`src/rtl/cen_pkg.sv`:
```
// Shared constants for the multi-channel clock-enable generator.
package cen_pkg;

    localparam logic MODE_CONT = 1'b0;
    localparam logic MODE_SHOT = 1'b1;

    localparam logic [1:0] ST_IDLE = 2'd0;
    localparam logic [1:0] ST_RUN  = 2'd1;
    localparam logic [1:0] ST_SHOT = 2'd2;

endpackage

```
`src/rtl/cen_channel.sv`:
```
// One clock-enable channel: IDLE/RUN/SHOT state machine with a prescaler counter.
module cen_channel
    import cen_pkg::*;
#(
    parameter int unsigned CNT_W = 32
) (
    input  logic             clk,
    input  logic             rstn,
    input  logic             enable,
    input  logic             mode,
    input  logic             trigger,
    input  logic             sync,
    input  logic [CNT_W-1:0] prescaler,
    input  logic [CNT_W-1:0] phase,
    output logic             cen,
    output logic             busy
);

    logic [1:0]       state;
    logic [CNT_W-1:0] cnt;
    logic [CNT_W-1:0] phase_sat;
    logic             at_top;

    // A phase beyond the period is clamped so the channel fires on its first counting cycle.
    assign phase_sat = (phase > prescaler) ? prescaler : phase;
    // Compare against the live prescaler: lowering it below cnt fires at once, never wraps.
    assign at_top    = (cnt >= prescaler);
    assign busy      = (state != ST_IDLE);

    always_ff @(posedge clk) begin
        if (!rstn || !enable) begin
            state <= ST_IDLE;
            cnt   <= '0;
            cen   <= 1'b0;
        end else begin
            case (state)
                ST_IDLE: begin
                    cen <= 1'b0;
                    if (mode == MODE_CONT) begin
                        state <= ST_RUN;
                        cnt   <= phase_sat;
                    end else if (trigger) begin
                        state <= ST_SHOT;
                        cnt   <= phase_sat;
                    end else begin
                        cnt   <= '0;
                    end
                end
                ST_RUN: begin
                    if (sync) begin
                        cnt <= phase_sat;
                        cen <= 1'b0;
                    end else if (at_top) begin
                        cnt <= '0;
                        cen <= 1'b1;
                    end else begin
                        cnt <= cnt + CNT_W'(1);
                        cen <= 1'b0;
                    end
                end
                ST_SHOT: begin
                    if (at_top) begin
                        state <= ST_IDLE;
                        cnt   <= '0;
                        cen   <= 1'b1;
                    end else begin
                        cnt   <= cnt + CNT_W'(1);
                        cen   <= 1'b0;
                    end
                end
                default: begin
                    state <= ST_IDLE;
                    cnt   <= '0;
                    cen   <= 1'b0;
                end
            endcase
        end
    end

endmodule

```
`src/rtl/cen_generator_multi.sv`:
```
// N-channel clock-enable generator: one cen_channel per channel, shared sync.
module cen_generator_multi
    import cen_pkg::*;
#(
    parameter int unsigned N_CH  = 4,
    parameter int unsigned CNT_W = 32
) (
    input  logic                  clk,
    input  logic                  rstn,
    input  logic [N_CH-1:0]       i_enable,
    input  logic [N_CH-1:0]       i_mode,
    input  logic [N_CH*CNT_W-1:0] i_prescaler,
    input  logic [N_CH*CNT_W-1:0] i_phase,
    input  logic [N_CH-1:0]       i_trigger,
    input  logic                  i_sync,
    output logic [N_CH-1:0]       o_cen,
    output logic [N_CH-1:0]       o_busy
);

    for (genvar g = 0; g < N_CH; g++) begin : g_ch
        cen_channel #(
            .CNT_W(CNT_W)
        ) u_ch (
            .clk      (clk),
            .rstn     (rstn),
            .enable   (i_enable[g]),
            .mode     (i_mode[g]),
            .trigger  (i_trigger[g]),
            .sync     (i_sync),
            .prescaler(i_prescaler[g*CNT_W +: CNT_W]),
            .phase    (i_phase[g*CNT_W +: CNT_W]),
            .cen      (o_cen[g]),
            .busy     (o_busy[g])
        );
    end

endmodule

```
`config.mk`:
```
export PLATFORM = sky130hd
export DESIGN_NAME = cen_generator_multi
export DESIGN_NICKNAME = d
export VERILOG_FILES = /design/src/rtl/cen_pkg.sv /design/src/rtl/cen_channel.sv /design/src/rtl/cen_generator_multi.sv
export SDC_FILE = /design/constraint.sdc
export NUM_CORES = 1
export LEC_CHECK = 0
export BUFFER_PORTS_ARGS = -buffer_cell sky130_fd_sc_hd__buf_4
export CAP_MARGIN = 20
export CORE_MARGIN = 4
export CORE_UTILIZATION = 50
export CTS_CLUSTER_SIZE = 24
export DETAILED_ROUTE_END_ITERATION = 6
export PLACE_DENSITY = 0.81
export SLEW_MARGIN = 20
export SYNTH_ARGS = -nofsm -noshare
export SYNTH_HDL_FRONTEND = slang
export SYNTH_HIERARCHICAL = 1
export SYNTH_SLANG_ARGS = --single-unit
```
`constraint.sdc`:
```
create_clock -name clk -period 7.15 [get_ports clk]
set_input_delay 0 -clock clk [delete_from_list [all_inputs] [get_ports clk]]
set_output_delay 0 -clock clk [all_outputs]
set_load 0.005 [all_outputs]
```
# Word-level counts from Yosys, hierarchy flattened
# Cells that the tools add are included.
# word_totals
regBits	140
inputBits	271
output_inout_bits	8
elab_cells	117
# classes
n_addsub	4
magnitude_cmp	8
n_eq_ne	16
mux	52
bitwise_logic	4
reduce_logical	21
# op_table
op	n
two-way mux 32 bit	20
one-hot mux 32 bit (3 select lines)	4
adder 32 x 1 -> 32 bit (second input constant)	4
>= comparator 32 bit	4
greater-than comparator 32 bit	4
two-way mux 2 bit	12
one-hot mux 2 bit (3 select lines)	4
!= test 3 bit (second input constant)	4
AND reduction 3 bit	4
== test 2 x 1 -> 1 bit (second input constant)	4
== test 2 bit (second input constant)	4
zero test 2 bit	4
two-way mux 1 bit	8
!= test 2 x 1 -> 1 bit (second input constant)	4
one-hot mux 1 bit (2 select lines)	4
nonzero test 2 bit	4
zero test 1 bit	5
logical OR 1 bit	4
NOT 1 bit	4

# Longest topological paths before layout
# logic_depth
word_depth	5
ltp_mapped	10
ltp_nobuf	9

# Cells and area by module
# The synthesis kept the hierarchy.
# modules_own_cells
module	n_inst	cells_per_inst	area_per_inst_um2	seq_area_each_um2
cen_channel at g_ch[0].u_ch ...	3	414	3438.3	700.7
cen_channel at g_ch[3].u_ch	1	436	3582.2	700.7

# Worst setup path after synthesis
# OpenSTA, ideal clock, no wires.
# synth_path
path_kind	register to register
start	register g_ch[0].u_ch.cnt[0]
end	register g_ch[0].u_ch.cnt[10]
setup_ps	122
arrival_time_ps	2275
setup_slack_ps	4753
stages_incl_launch_ff	11
n_path_buf	1
synth_period_minus_slack_ps	2397
path_cell_list	dfxtp_1 -> inv_1 -> ha_1 -> nand2b_1 -> a2111oi_0 -> or4b_1 -> a41o_1 -> nand4_2 -> clkbuf_1 -> nor2_1 -> a221o_1
# synth_between
elab_chain_len	4
elab_cells_between_ends	5
classes_between	add/sub (1); order compare (1); mux (3)
# synth_lines
item	line	source
from (decl)	cen_channel.sv:20	logic [CNT_W-1:0] cnt;
from (signal assigned)	cen_channel.sv:41	cnt <= phase_sat;
from (signal assigned)	cen_channel.sv:44	cnt <= phase_sat;
from (signal assigned)	cen_channel.sv:51	cnt <= phase_sat;
adder 32 x 1 -> 32 bit / >= comparator 32 bit (equally long branches)	cen_channel.sv:57, cen_channel.sv:67, cen_channel.sv:27	
two-way mux 32 bit *	cen_channel.sv:53, cen_channel.sv:62	
two-way mux 32 bit	cen_channel.sv:50	if (sync) begin
one-hot mux 32 bit (3 select lines) *	cen_channel.sv:36	case (state)
# Every way passes the cells marked *; elsewhere a longest branch is shown, timed or not.
# A chain may end at the register's enable or synchronous reset.

# Worst setup path in the final report
# layout_path
start	input port i_prescaler[78]
end	register g_ch[2].u_ch.cnt[29]
# layout_between
elab_chain_len	5
elab_cells_between_ends	8
classes_between	order compare (2); mux (6)
# layout_lines
item	line	source
from (decl)	cen_generator_multi.sv:12	input logic [N_CH*CNT_W-1:0] i_prescaler,
greater-than comparator 32 bit	cen_channel.sv:25	assign phase_sat = (phase > prescaler) ? prescaler : phase;
two-way mux 32 bit	cen_channel.sv:25	
two-way mux 32 bit	cen_channel.sv:42	end else if (trigger) begin
two-way mux 32 bit	cen_channel.sv:39	if (mode == MODE_CONT) begin
one-hot mux 32 bit (3 select lines) *	cen_channel.sv:36	
to (signal assigned)	cen_channel.sv:41	
to (signal assigned)	cen_channel.sv:44	
to (signal assigned)	cen_channel.sv:51	
to (decl)	cen_channel.sv:20	
# Marks and branches as above.

==> run_results.csv <==
group,metric,value,unit
status,outcome,"finished, final reports clean",
layout,fin_nets,2763,
drt,drt-initial-drc-count,1231,
setup_path,reg2reg_to,"g_ch[0].u_ch/cnt[9]",
clock_network,htree_levels,4,
grt,grt.busiest_layer,"met2",
grt,grt_pass1_wl,76800,µm
drt,drc,0,
setup_path,crit_path_cell_trace,"dlygate4sd3_1 > buf_4 > inv_1 > ha_1 > nand4_1 > or4_1 > a21o_1 > o211ai_1 > a21oi_2 > nor2_2 > buf_4 > a221o_1 > dlygate4sd3_1",
setup_path,crit_path_max_incr_delay,0.64,ns
setup_path,rrSetupSlack,3.44,ns
yosys,syn_area,13900,µm²
drt,first_pass_iters,6,
yosys,synthDistinctLibCells,66,
yosys,synth.most_common_cell,"ha_1",
drt,viasPerCell,5.99,
yosys,synthArstFlopShare,0,
floorplan,initial_core_util,0.511,
yosys,syn_inst,1678,
sta,tightest_slew,1.02,ns
floorplan,dieArea,30500,µm²
yosys,synthTopCellsByArea,"ha_1, dfxtp_1, a221o_1, inv_1, xor2_1",
job,maxCapViolCount,0,
grt,first_global_vias,15991,
sta,clock_skew,0.0161,ns
sta,slew_violations,0,
clock_network,cts.sinks,140,
sta,slew_headroom,0.319,
drt,routed_wl,47700,µm
sta,fin_crit,3.73,ns
yosys,synth_nets,2225,
power,fin_total_pwr,2.67,mW
grt,grt_max_degree,33,
sta,fmax,268,MHz
place,gp_congestion,0.933,
floorplan,num_rows,60,
power,p_leak,9.08,nW
clock_network,clk_latency,0.42,ns
clock_network,cts_buffers,17,
yosys,synth_ff_type,"dfxtp_1",
setup_path,cp-start-kind,"input port",
clock_network,cts_tree,"done",
yosys,yosys-top-cells-count,"ha_1, inv_1, nor2_1, dfxtp_1, nand2_1",
place,place_ws,4.17,ns
drt,ant_nets,0,
sta,hold-worst-slack,0.0816,ns
yosys,ys_seq_area_frac,0.202,
yosys,synth-seq-cells,140,
yosys,syn_avg_cell_area,8.28,µm²
grt,use_met1,0.353,
setup_path,reg2reg_from,"g_ch[0].u_ch/cnt[0]",
drt,num_vias,15573,
floorplan,coreArea,27200,µm²
grt,grt_util_all_layers,0.299,
setup_path,cp-end-kind,"flop",
yosys,yosys.area.top_type_share,0.248,
yosys,synth_edf_count,0,
power,powerDensity,136,nW/µm²
floorplan,fp.dieW,175,µm
place,dp_hpwl,33100,µm
power,irDropWorstVdd,140,µV
setup_path,required,7.51,ns
sta,rsz0062_at_grt,"no",
setup_path,cp.arrival,4.10,ns
layout,drive_above_1_share,0.161,
grt,antenna_found_initial,1,
clock_network,clk_pin_slew,0.07,ns
sta,setup_ws,3.42,ns
setup_path,crit_path_start,"i_prescaler[78]",
place,io_buffers,278,
yosys,yosys.area.top_type,"ha_1",
yosys,yosysWarnings,6,
hold_path,hold_class,"in -> reg",
layout,syn_to_final_growth,41.0,%
floorplan,dieHeight,175,µm
clock_network,cts_root_buffer,"clkbuf_16",
drt,wire_per_inst,18.3,µm
floorplan,io_pins,279,
setup_path,critPathKind,"in -> reg",
setup_path,rr_worst_depth,10,
grt,met2_usage,0.533,
sta,finalSetupViolations,0,
clock_network,postCtsSetupRepairBufs,0,
clock_network,clockBufferDepth,2,
sta,hold_viol_final,0,
setup_path,crit_path_end,"g_ch[2].u_ch/cnt[29]",
clock_network,cts-resized-gates,0,
sta,period_share,0.522,
setup_path,path_max_fanout,18,
grt,grt_use_met3,0.0552,
grt,grt-ovfl-total,0,
setup_path,slowest_stage,"or4_1",
sta,totalNegativeSetupSlack,0,ns
layout make-up:
cell class	instances	area [µm²]
Clock buffer	20	447
Multi-Input combinational cell	1330	10200
Sequential cell	140	2800
Timing Repair Buffer	557	4860
Inverter	170	638
Tap cell	372	465
Fill cell	1866	7580
Antenna cell	1	2.50
Clock inverter	12	186
state kept, by name, summed over array words and instances (netlist names):
signal	flops
g_ch.u_ch/state	8
g_ch.u_ch/cnt	128
g_ch.u_ch/cen	4
worst min-delay path by stage:
stage,slack [ns],to,startpoint,cells after the start
floorplan,0.12,g_ch[3].u_ch/cnt[29],i_prescaler[125],2
global placement,0.22,g_ch[3].u_ch/cnt[31],i_prescaler[127],3
detailed placement,0.23,g_ch[3].u_ch/cnt[31],i_prescaler[127],3
CTS,0.06,g_ch[3].u_ch/cen,i_sync,3
global route,0.07,g_ch[3].u_ch/cen,i_sync,3
finish,0.08,g_ch[1].u_ch/state[0],rstn,3
stage by stage:
stage                     area, µm²  std cells   util
final                         19600       2602  0.721
after global routing          19600       2602  0.721
after CTS                     19600       2601  0.721
after detailed placement      16200       2297  0.598
after global placement        16200       2297  0.598
after floorplan               13900       1678      -
worst max-delay path, delay by kind of cell:
kind                       cells  cell delay, ns
AOI/OAI and AO/OA              4            0.72
and+or+nand+nor                3            1.43
buffers and inverters          5            1.62
adders and majority gates      1            0.32
cell families (layout without fill, tap and decap cells):
| kind of cell | after synthesis | in the layout | synth area share |
|---|---|---|---|
| xor+xnor | 120 | 120 | 0.0756 |
| buf+inv | 208 | 759 | 0.0664 |
| fa+ha+maj | 276 | 276 | 0.248 |
| simple gates | 572 | 572 | 0.208 |
| other cells | 0 | 1 | 0 |
| flops | 140 | 140 | 0.202 |
| compound gates | 362 | 362 | 0.199 |
power by group:
group | switching, mW | internal [mW]
sequential | 0.0639 | 0.829
clock | 0.397 | 0.600
combinational | 0.364 | 0.415
per-layer routing:
layer / up-vias / part of all wire
li1: 7325 / -
met1: 7322 / 0.40
met2: 772 / 0.49
met3: 154 / 0.078
met4: 0 / 0.032
met5: - / 0
cells in the final DEF, fill, tap and decap left out, drive strengths merged, types with 6 or more instances in the layout:
master	netlist	layout
nor2b	10	10
o21ai	39	39
o21ba	6	6
nor2	154	154
nand2b	9	9
a22oi	7	7
o211ai	34	34
dfxtp	140	140
a221o	108	108
ha	276	276
a211oi	14	14
xnor2	51	51
nand4	80	80
a221oi	11	11
nor3	43	43
nand3	60	60
a21o	12	12
dlygate4sd3	0	272
nand2	135	135
xor2	69	69
or3	12	12
o21a	8	8
nor4	11	11
clkbuf	11	20
inv	170	173
and4	13	13
or4	9	9
a21oi	100	100
buf	27	285
and3	15	15
timing repair:
action / 4_1_cts / 5_1_grt
endpoints found under the hold margin: 140 / 0
hold buffers: 272 / 0
endpoints found under the setup margin: 0 / 0
(Power assumes the default switching activity.)
